`config.mk`:
```
export PLATFORM = sky130hd
export DESIGN_NAME = i2s_receiver
export DESIGN_NICKNAME = d
export VERILOG_FILES = /design/src/rtl/i2s_receiver.sv
export SDC_FILE = /design/constraint.sdc
export NUM_CORES = 1
export LEC_CHECK = 0
export ABC_AREA = 1
export BUFFER_PORTS_ARGS = -buffer_cell sky130_fd_sc_hd__buf_2
export CAP_MARGIN = 25
export CORE_MARGIN = 4
export CORE_UTILIZATION = 40
export CTS_BUF_LIST = sky130_fd_sc_hd__clkbuf_2 sky130_fd_sc_hd__clkbuf_4 sky130_fd_sc_hd__clkbuf_8
export CTS_CLUSTER_DIAMETER = 150
export CTS_CLUSTER_SIZE = 12
export DETAILED_ROUTE_END_ITERATION = 7
export SYNTH_ARGS = -nofsm -noshare
export SYNTH_HDL_FRONTEND = slang
export SYNTH_SLANG_ARGS = --single-unit
export TNS_END_PERCENT = 30
```
`constraint.sdc`:
```
create_clock -name MasterCLK -period 7 [get_ports MasterCLK]
set_clock_uncertainty 0.1 [all_clocks]
set_input_delay 0.35 -clock MasterCLK [delete_from_list [all_inputs] [get_ports MasterCLK]]
set_output_delay 0.35 -clock MasterCLK [all_outputs]
set_load 0.05 [all_outputs]
```
`src/rtl/i2s_receiver.sv`:
```
// I2S capture receiver: oversamples BCK/WS/DATA in the MasterCLK domain and
// presents each complete left/right frame through a valid/ready output register.
module i2s_receiver #(
    parameter int SAMPLE_WIDTH = 16
) (
    input  logic                    MasterCLK,
    input  logic                    Reset,
    input  logic                    ADC_I2S_CLK,
    input  logic                    ADC_I2S_WS,
    input  logic                    ADC_I2S_DATA,
    output logic [SAMPLE_WIDTH-1:0] SampleLeft,
    output logic [SAMPLE_WIDTH-1:0] SampleRight,
    output logic                    SampleValid,
    input  logic                    SampleReady,
    output logic                    Overrun,
    output logic                    FrameError
);
    localparam int CW = $clog2(SAMPLE_WIDTH + 1);
    localparam logic [CW-1:0] FULL_COUNT = CW'(SAMPLE_WIDTH);

    typedef enum logic [1:0] {UNSYNC, LEFT, RIGHT} state_t;

    // Pin bundle: [0] = BCK, [1] = WS, [2] = DATA
    logic [2:0] pins;
    logic [2:0] sync1_reg;
    logic [2:0] sync2_reg;
    logic       bck_prev_reg;
    logic       edge_reg;
    logic       d_reg;
    logic       w_reg;

    logic [SAMPLE_WIDTH-1:0] shift_reg;
    logic [SAMPLE_WIDTH-1:0] shift_next;
    logic [SAMPLE_WIDTH-1:0] left_hold_reg;
    logic [CW-1:0]           bit_count_reg;
    logic [CW-1:0]           count_inc;
    logic                    ws_prev_reg;
    logic                    pending_reg;
    logic                    pending_next;
    state_t                  state_reg;
    state_t                  state_next;

    logic [SAMPLE_WIDTH-1:0] left_out_reg;
    logic [SAMPLE_WIDTH-1:0] right_out_reg;
    logic                    valid_reg;
    logic                    overrun_reg;
    logic                    frame_error_reg;

    logic wchg;
    logic slot_end;
    logic short_slot;
    logic load_left;
    logic publish;
    logic frame_err;

    assign pins = {ADC_I2S_DATA, ADC_I2S_WS, ADC_I2S_CLK};

    // Edge pulse and its sampled DATA/WS are registered together so they stay aligned.
    always_ff @(posedge MasterCLK or posedge Reset) begin
        if (Reset) begin
            sync1_reg    <= '0;
            sync2_reg    <= '0;
            bck_prev_reg <= 1'b0;
            edge_reg     <= 1'b0;
            d_reg        <= 1'b0;
            w_reg        <= 1'b0;
        end else begin
            sync1_reg    <= pins;
            sync2_reg    <= sync1_reg;
            bck_prev_reg <= sync2_reg[0];
            edge_reg     <= sync2_reg[0] & ~bck_prev_reg;
            d_reg        <= sync2_reg[2];
            w_reg        <= sync2_reg[1];
        end
    end

    always_comb begin
        shift_next = shift_reg;
        count_inc  = bit_count_reg;
        if (bit_count_reg < FULL_COUNT) begin
            shift_next = {shift_reg[SAMPLE_WIDTH-2:0], d_reg};
            count_inc  = bit_count_reg + CW'(1);
        end
    end

    assign wchg       = (w_reg != ws_prev_reg);
    assign slot_end   = edge_reg & wchg;
    assign short_slot = (count_inc < FULL_COUNT);

    always_ff @(posedge MasterCLK or posedge Reset) begin
        if (Reset) begin
            state_reg <= UNSYNC;
        end else begin
            state_reg <= state_next;
        end
    end

    always_comb begin
        state_next   = state_reg;
        pending_next = pending_reg;
        load_left    = 1'b0;
        publish      = 1'b0;
        frame_err    = 1'b0;
        if (slot_end) begin
            case (state_reg)
                UNSYNC: begin
                    // A right slot entered from here has no left partner.
                    state_next   = w_reg ? RIGHT : LEFT;
                    pending_next = 1'b0;
                end
                LEFT: begin
                    state_next = RIGHT;
                    if (short_slot) begin
                        frame_err    = 1'b1;
                        pending_next = 1'b0;
                    end else begin
                        load_left    = 1'b1;
                        pending_next = 1'b1;
                    end
                end
                RIGHT: begin
                    state_next   = LEFT;
                    pending_next = 1'b0;
                    // Orphan right slots are dropped without flagging.
                    if (pending_reg) begin
                        if (short_slot) begin
                            frame_err = 1'b1;
                        end else begin
                            publish = 1'b1;
                        end
                    end
                end
                default: begin
                    state_next   = UNSYNC;
                    pending_next = 1'b0;
                end
            endcase
        end
    end

    always_ff @(posedge MasterCLK or posedge Reset) begin
        if (Reset) begin
            shift_reg       <= '0;
            bit_count_reg   <= '0;
            ws_prev_reg     <= 1'b0;
            pending_reg     <= 1'b0;
            left_hold_reg   <= '0;
            left_out_reg    <= '0;
            right_out_reg   <= '0;
            valid_reg       <= 1'b0;
            overrun_reg     <= 1'b0;
            frame_error_reg <= 1'b0;
        end else begin
            pending_reg     <= pending_next;
            frame_error_reg <= frame_err;
            overrun_reg     <= publish & valid_reg & ~SampleReady;
            if (edge_reg) begin
                shift_reg     <= shift_next;
                ws_prev_reg   <= w_reg;
                bit_count_reg <= wchg ? '0 : count_inc;
            end
            if (load_left) begin
                left_hold_reg <= shift_next;
            end
            if (publish) begin
                left_out_reg  <= left_hold_reg;
                right_out_reg <= shift_next;
                valid_reg     <= 1'b1;
            end else if (valid_reg && SampleReady) begin
                valid_reg <= 1'b0;
            end
        end
    end

    assign SampleLeft  = left_out_reg;
    assign SampleRight = right_out_reg;
    assign SampleValid = valid_reg;
    assign Overrun     = overrun_reg;
    assign FrameError  = frame_error_reg;

endmodule

```
# --- After elaboration in Yosys (flattened, before gate mapping) ---
# Index checks and enable logic that the tools add are counted.
classes:
  addsub: 1
  mul: 0
  div_mod_pow: 0
  n_lt_le_gt_ge: 2
  eq_ne: 3
  shift: 0
  mux: 17
  n_bitwise: 6
  n_reduce_logical: 3
ops:
  columns: ["cell", "count"]
  rows:
  - ["16-bit 2-to-1 mux", 1]
  - ["1-bit 2-to-1 mux", 11]
  - ["5-bit < comparator, second input constant", 2]
  - ["5-bit 2-to-1 mux", 2]
  - ["2-bit case mux with 3 select lines", 1]
  - ["5-bit by 1-bit adder with 5-bit output, second input constant", 1]
  - ["1-bit bitwise AND", 4]
  - ["2-bit by 1-bit == test with 1-bit output, second input constant", 1]
  - ["2-bit == test, second input constant", 1]
  - ["2-bit zero test", 1]
  - ["2-bit 2-to-1 mux", 1]
  - ["1-bit inverter", 2]
  - ["1-bit case mux with 2 select lines", 1]
  - ["2-bit nonzero test", 1]
  - ["1-bit logical AND", 1]
  - ["1-bit inequality test", 1]
totals:
  ff_bits: 86
  latch_bits: 0
  ram_bits: 0
  romBits: 0
  input_bits: 6
  out_inout_bits: 35
  word_cells: 49
  mem_count: 0

# --- Depth between registers and ports, before layout ---
depth:
  word_depth: 9
  mapped_depth: 8
  mapped_depth_nobuf: 7

# --- Worst setup path after synthesis ---
# Ideal clock, no wire load.
synth_timing:
  kind: "register -> register"
  start: "reg state_reg[0]"
  end: "reg right_out_reg[15], in the netlist SampleRight[15]"
  setup_time_ps: 119
  arrival_ps: 1194
  path_slack_ps: 5587
  stages_incl_launch_ff: 8
  n_path_buf: 1
  synth_period_minus_slack_ps: 1413
  path_cell_list: "dfrtp_1 inv_1 ha_1 nand2_1 clkinv_1 clkbuf_1 nand4_1 nand2_1"
synth_via:
  elab_chain_cells: 3
synth_lines:
  columns: ["item", "line_no", "rtl"]
  rows:
  - ["from (decl)", "40", "state_t state_reg;"]
  - ["from (signal assigned)", "94", "state_reg <= state_next;"]
  - ["2-bit == test", "105", "case (state_reg)"]
  - ["1-bit 2-to-1 mux", "105", null]
  - ["1-bit 2-to-1 mux", "104", "if (slot_end) begin"]
  - ["to (signal assigned)", "167", "right_out_reg <= shift_next;"]
  - ["to (decl)", "44", "logic [SAMPLE_WIDTH-1:0] right_out_reg;"]
# No other way between the ends.
# A chain may end at the register's enable or synchronous reset.

# --- Worst setup path after layout ---
layout_timing:
  start: "reg state_reg[0]"
  end: "reg left_out_reg[15], in the netlist SampleLeft[15]"
layout_via:
  elab_chain_cells: 3
layout_lines:
  columns: ["item", "line_no", "rtl"]
  rows:
  - ["2-bit == test", "105", null]
  - ["1-bit 2-to-1 mux", "105", null]
  - ["1-bit 2-to-1 mux", "104", null]
  - ["to (signal assigned)", "166", "left_out_reg <= left_hold_reg;"]
  - ["to (decl)", "43", "logic [SAMPLE_WIDTH-1:0] left_out_reg;"]
# No other way between the ends.

==> impl_metrics.json <==
{
  "status": "finished, final reports clean",
  "seqPwrFrac_pct": 55.2,
  "synth_top_area_share_pct": 58.2,
  "crit_path_end_kind": "flip-flop",
  "grtUsageTotal_pct": 14.6,
  "worstPathCellList": "inv_1 -> ha_1 -> nand2_1 -> clkinv_1 -> nand4_4 -> nand2_1 -> nand2_1",
  "switchingPower_mw": 0.287,
  "die_w_um": 104,
  "rrSetupSlack_ps": 4390,
  "relSlewSlack_pct": 32.6,
  "dp_cells": 526,
  "critPathSlowestCell": "clkinv_1",
  "yosysUniqueCellTypes": 28,
  "path_class": "reg -> reg",
  "core_area_mm2": 0.00885,
  "rsz0062_at_grt": "no",
  "crit_top_cell": "nand2_1",
  "clock_latency_ps": 360,
  "grt_remaining_overflow": 0,
  "critPathMaxStageDelay_ps": 770,
  "max-cap-violations": 0,
  "tns_ps": 0,
  "min_to": "SampleValid$_DFFE_PP0P_",
  "ys.flop_type": "dfrtp_1",
  "fin_cells": 546,
  "drive_gt1_share_pct": 17.1,
  "fin_crit_sh_pct": 37.3,
  "cts_root_buffer": "clkbuf_8",
  "ant_nets": 0,
  "hp-start": "SampleReady",
  "syn_inst": 398,
  "synth_seq_cells": 86,
  "worst_pin_slew_ps": 1000,
  "fp-row-count": 34,
  "arrival_ps": 2810,
  "ys_seq_area_share_pct": 58.2,
  "diodes": 0,
  "synth.area.top_cells": "dfrtp_1, nand2_1, nand4_1, o21ai_0, inv_1",
  "placed_cell_area_mm2": 0.00393,
  "yosysMostFrequentCell": "nand2_1",
  "p_int_mw": 0.716,
  "hpwl_mm": 4.78,
  "clk_path_buf_depth": 2,
  "combPwrFrac_pct": 11.1,
  "p_clk_share_pct": 33.6,
  "reg2reg_from": "state_reg[0]$_DFFE_PP0P_",
  "vdd_ir_drop_max_v": 0.0000922,
  "drv_slew": 0,
  "grt_pass1_vias": 2559,
  "area_growth_pct": 12.4,
  "hp-class": "in -> reg",
  "wl_mm": 7.44,
  "finalCriticalPeriod_ps": 2610,
  "synth_area_leader_cell": "dfrtp_1",
  "syn-num-nets": 408,
  "netlist_top_cells_count": "nand2_1, dfrtp_1, o21ai_0, nand4_1, inv_1",
  "synthArstFlopShare_pct": 100,
  "die_y_um": 104,
  "leakage_nw": 2.24,
  "io_buffers": 40,
  "design_area_mm2": 0.00416,
  "synth.cell_area_mm2": 0.00370,
  "num_io_pins": 41,
  "required_ps": 7190,
  "antenna_found_initial": 0,
  "hold_depth": 4,
  "cts.sink_count": 86,
  "final-hold-violation-count": 0,
  "gp_congestion": 0.752,
  "htree_levels": 3,
  "syn_avg_cell_area_um2": 9.30,
  "r2r_cells": 7,
  "dieArea_mm2": 0.0109,
  "synth_edf_count": 0,
  "initial_core_util_pct": 41.8,
  "first_pass_iters": 4,
  "finalNetCount": 443,
  "reg2reg_to": "SampleLeft[15]$_DFFE_PP0P_",
  "dr.first_iter.drc_count": 160,
  "clkSlewWorstSetupHoldPaths_ps": 90,
  "cts_made_buffers": 9,
  "worstPathMaxFanout": 34,
  "cts_tree": "built",
  "grt_pass1_wl_mm": 12.9,
  "wl_per_cell_um": 13.6,
  "via_per_inst": 4.98,
  "critical_path.startpoint_type": "flip-flop",
  "setup_violations": 0,
  "cts_setup_buffers": 0,
  "grt_max_degree": 68,
  "p_per_area_mw_per_mm2": 241,
  "fmax_mhz": 383,
  "vias": 2718,
  "drc": 0,
  "switching_share_pct": 28.6,
  "yosysWarnings": 0
}
-- per-layer routing --
layer | wire length, um | global-route usage, % | share of wire (%) | up-vias
met4 | 102 | 6.27 | 1.4 | 0
met2 | 3410 | 21.7 | 46 | 53
li1 | - | - | - | 1349
met5 | 0 | 0 | 0 | -
met3 | 280 | 2.67 | 3.8 | 10
met1 | 3650 | 20.9 | 49 | 1306
-- through the flow --
step	setup slack, ps	utilization (%)	power (mW)	hold WS, ps
6_report	4390	47.0	1.00	135
4_1_cts	4390	47.0	1.02	119
2_1_floorplan	4330	-	0.644	231
5_1_grt	4150	47.0	1.06	153
3_3_place_gp	4490	44.0	0.668	88.0
3_5_place_dp	4420	44.4	0.675	92.6
-- layout by cell type (no fill, tap or decap), types with 2 or more instances in the layout --
cell | Yosys | final
clkbuf_8 | 0 | 11
nand2_2 | 3 | 3
inv_2 | 3 | 3
nand2_4 | 3 | 3
ha_1 | 4 | 4
dfrtp_1 | 86 | 86
nand2_1 | 160 | 160
inv_6 | 0 | 2
o21ai_0 | 38 | 38
inv_1 | 24 | 23
clkinvlp_4 | 0 | 2
nand3_1 | 7 | 7
dlygate4sd3_1 | 0 | 4
nor2_1 | 3 | 3
nand4_1 | 32 | 32
nand4_4 | 2 | 2
buf_2 | 8 | 40
nor2_8 | 2 | 2
-- how the worst max path moves through the flow --
| stage | start | endpoint | slack (ps) | depth (start not counted) |
|---|---|---|---|---|
| after floorplan | Reset | FrameError$_DFF_PP0_ | 4330 | 1 |
| after global placement | state_reg[0]$_DFFE_PP0P_ | SampleLeft[15]$_DFFE_PP0P_ | 4490 | 7 |
| after detailed placement | state_reg[0]$_DFFE_PP0P_ | Overrun$_DFF_PP0_ | 4420 | 6 |
| after CTS | state_reg[0]$_DFFE_PP0P_ | SampleRight[12]$_DFFE_PP0P_ | 4390 | 7 |
| after global routing | state_reg[0]$_DFFE_PP0P_ | SampleRight[6]$_DFFE_PP0P_ | 4150 | 7 |
| final | state_reg[0]$_DFFE_PP0P_ | SampleLeft[15]$_DFFE_PP0P_ | 4390 | 7 |
-- power by group through the flow --
stage          logic [mW]  registers (mW)  clock network (mW)
6_report            0.112           0.554               0.337
5_1_grt             0.129           0.560               0.369
4_1_cts             0.114           0.554               0.351
3_5_place_dp        0.112           0.564                   0
3_3_place_gp        0.106           0.562                   0
2_1_floorplan      0.0861           0.558                   0
-- repair_timing --
action,in CTS,in global routing
hold endpoints to repair,22,0
resized for setup,0,0
hold buffers,4,0
-- critical path, delay by kind of cell (launching register included) --
family        cells  cell delay [ps]
fa+ha+maj         1              200
buf+inv           2              860
flops             1              390
simple gates      4              980
-- logic make-up (layout without fill, tap and decap cells) --
logic type / after synthesis / after routing / synth area share (%)
compound gates: 40 / 40 / 5.41
flops: 86 / 86 / 58.2
fa+ha+maj: 4 / 4 / 1.35
xor+xnor: 2 / 2 / 0.474
buf+inv: 50 / 90 / 6.80
simple gates: 216 / 216 / 27.8
-- final cells by class --
class / count / area [um2]
Sequential cell: 86 / 2150
Clock inverter: 5 / 41.3
Multi-Input combinational cell: 262 / 1300
Fill cell: 893 / 4690
Inverter: 28 / 106
Clock buffer: 11 / 151
Tap cell: 108 / 135
Timing Repair Buffer: 46 / 275
No activity file was read; power rests on OpenSTA's default activity.
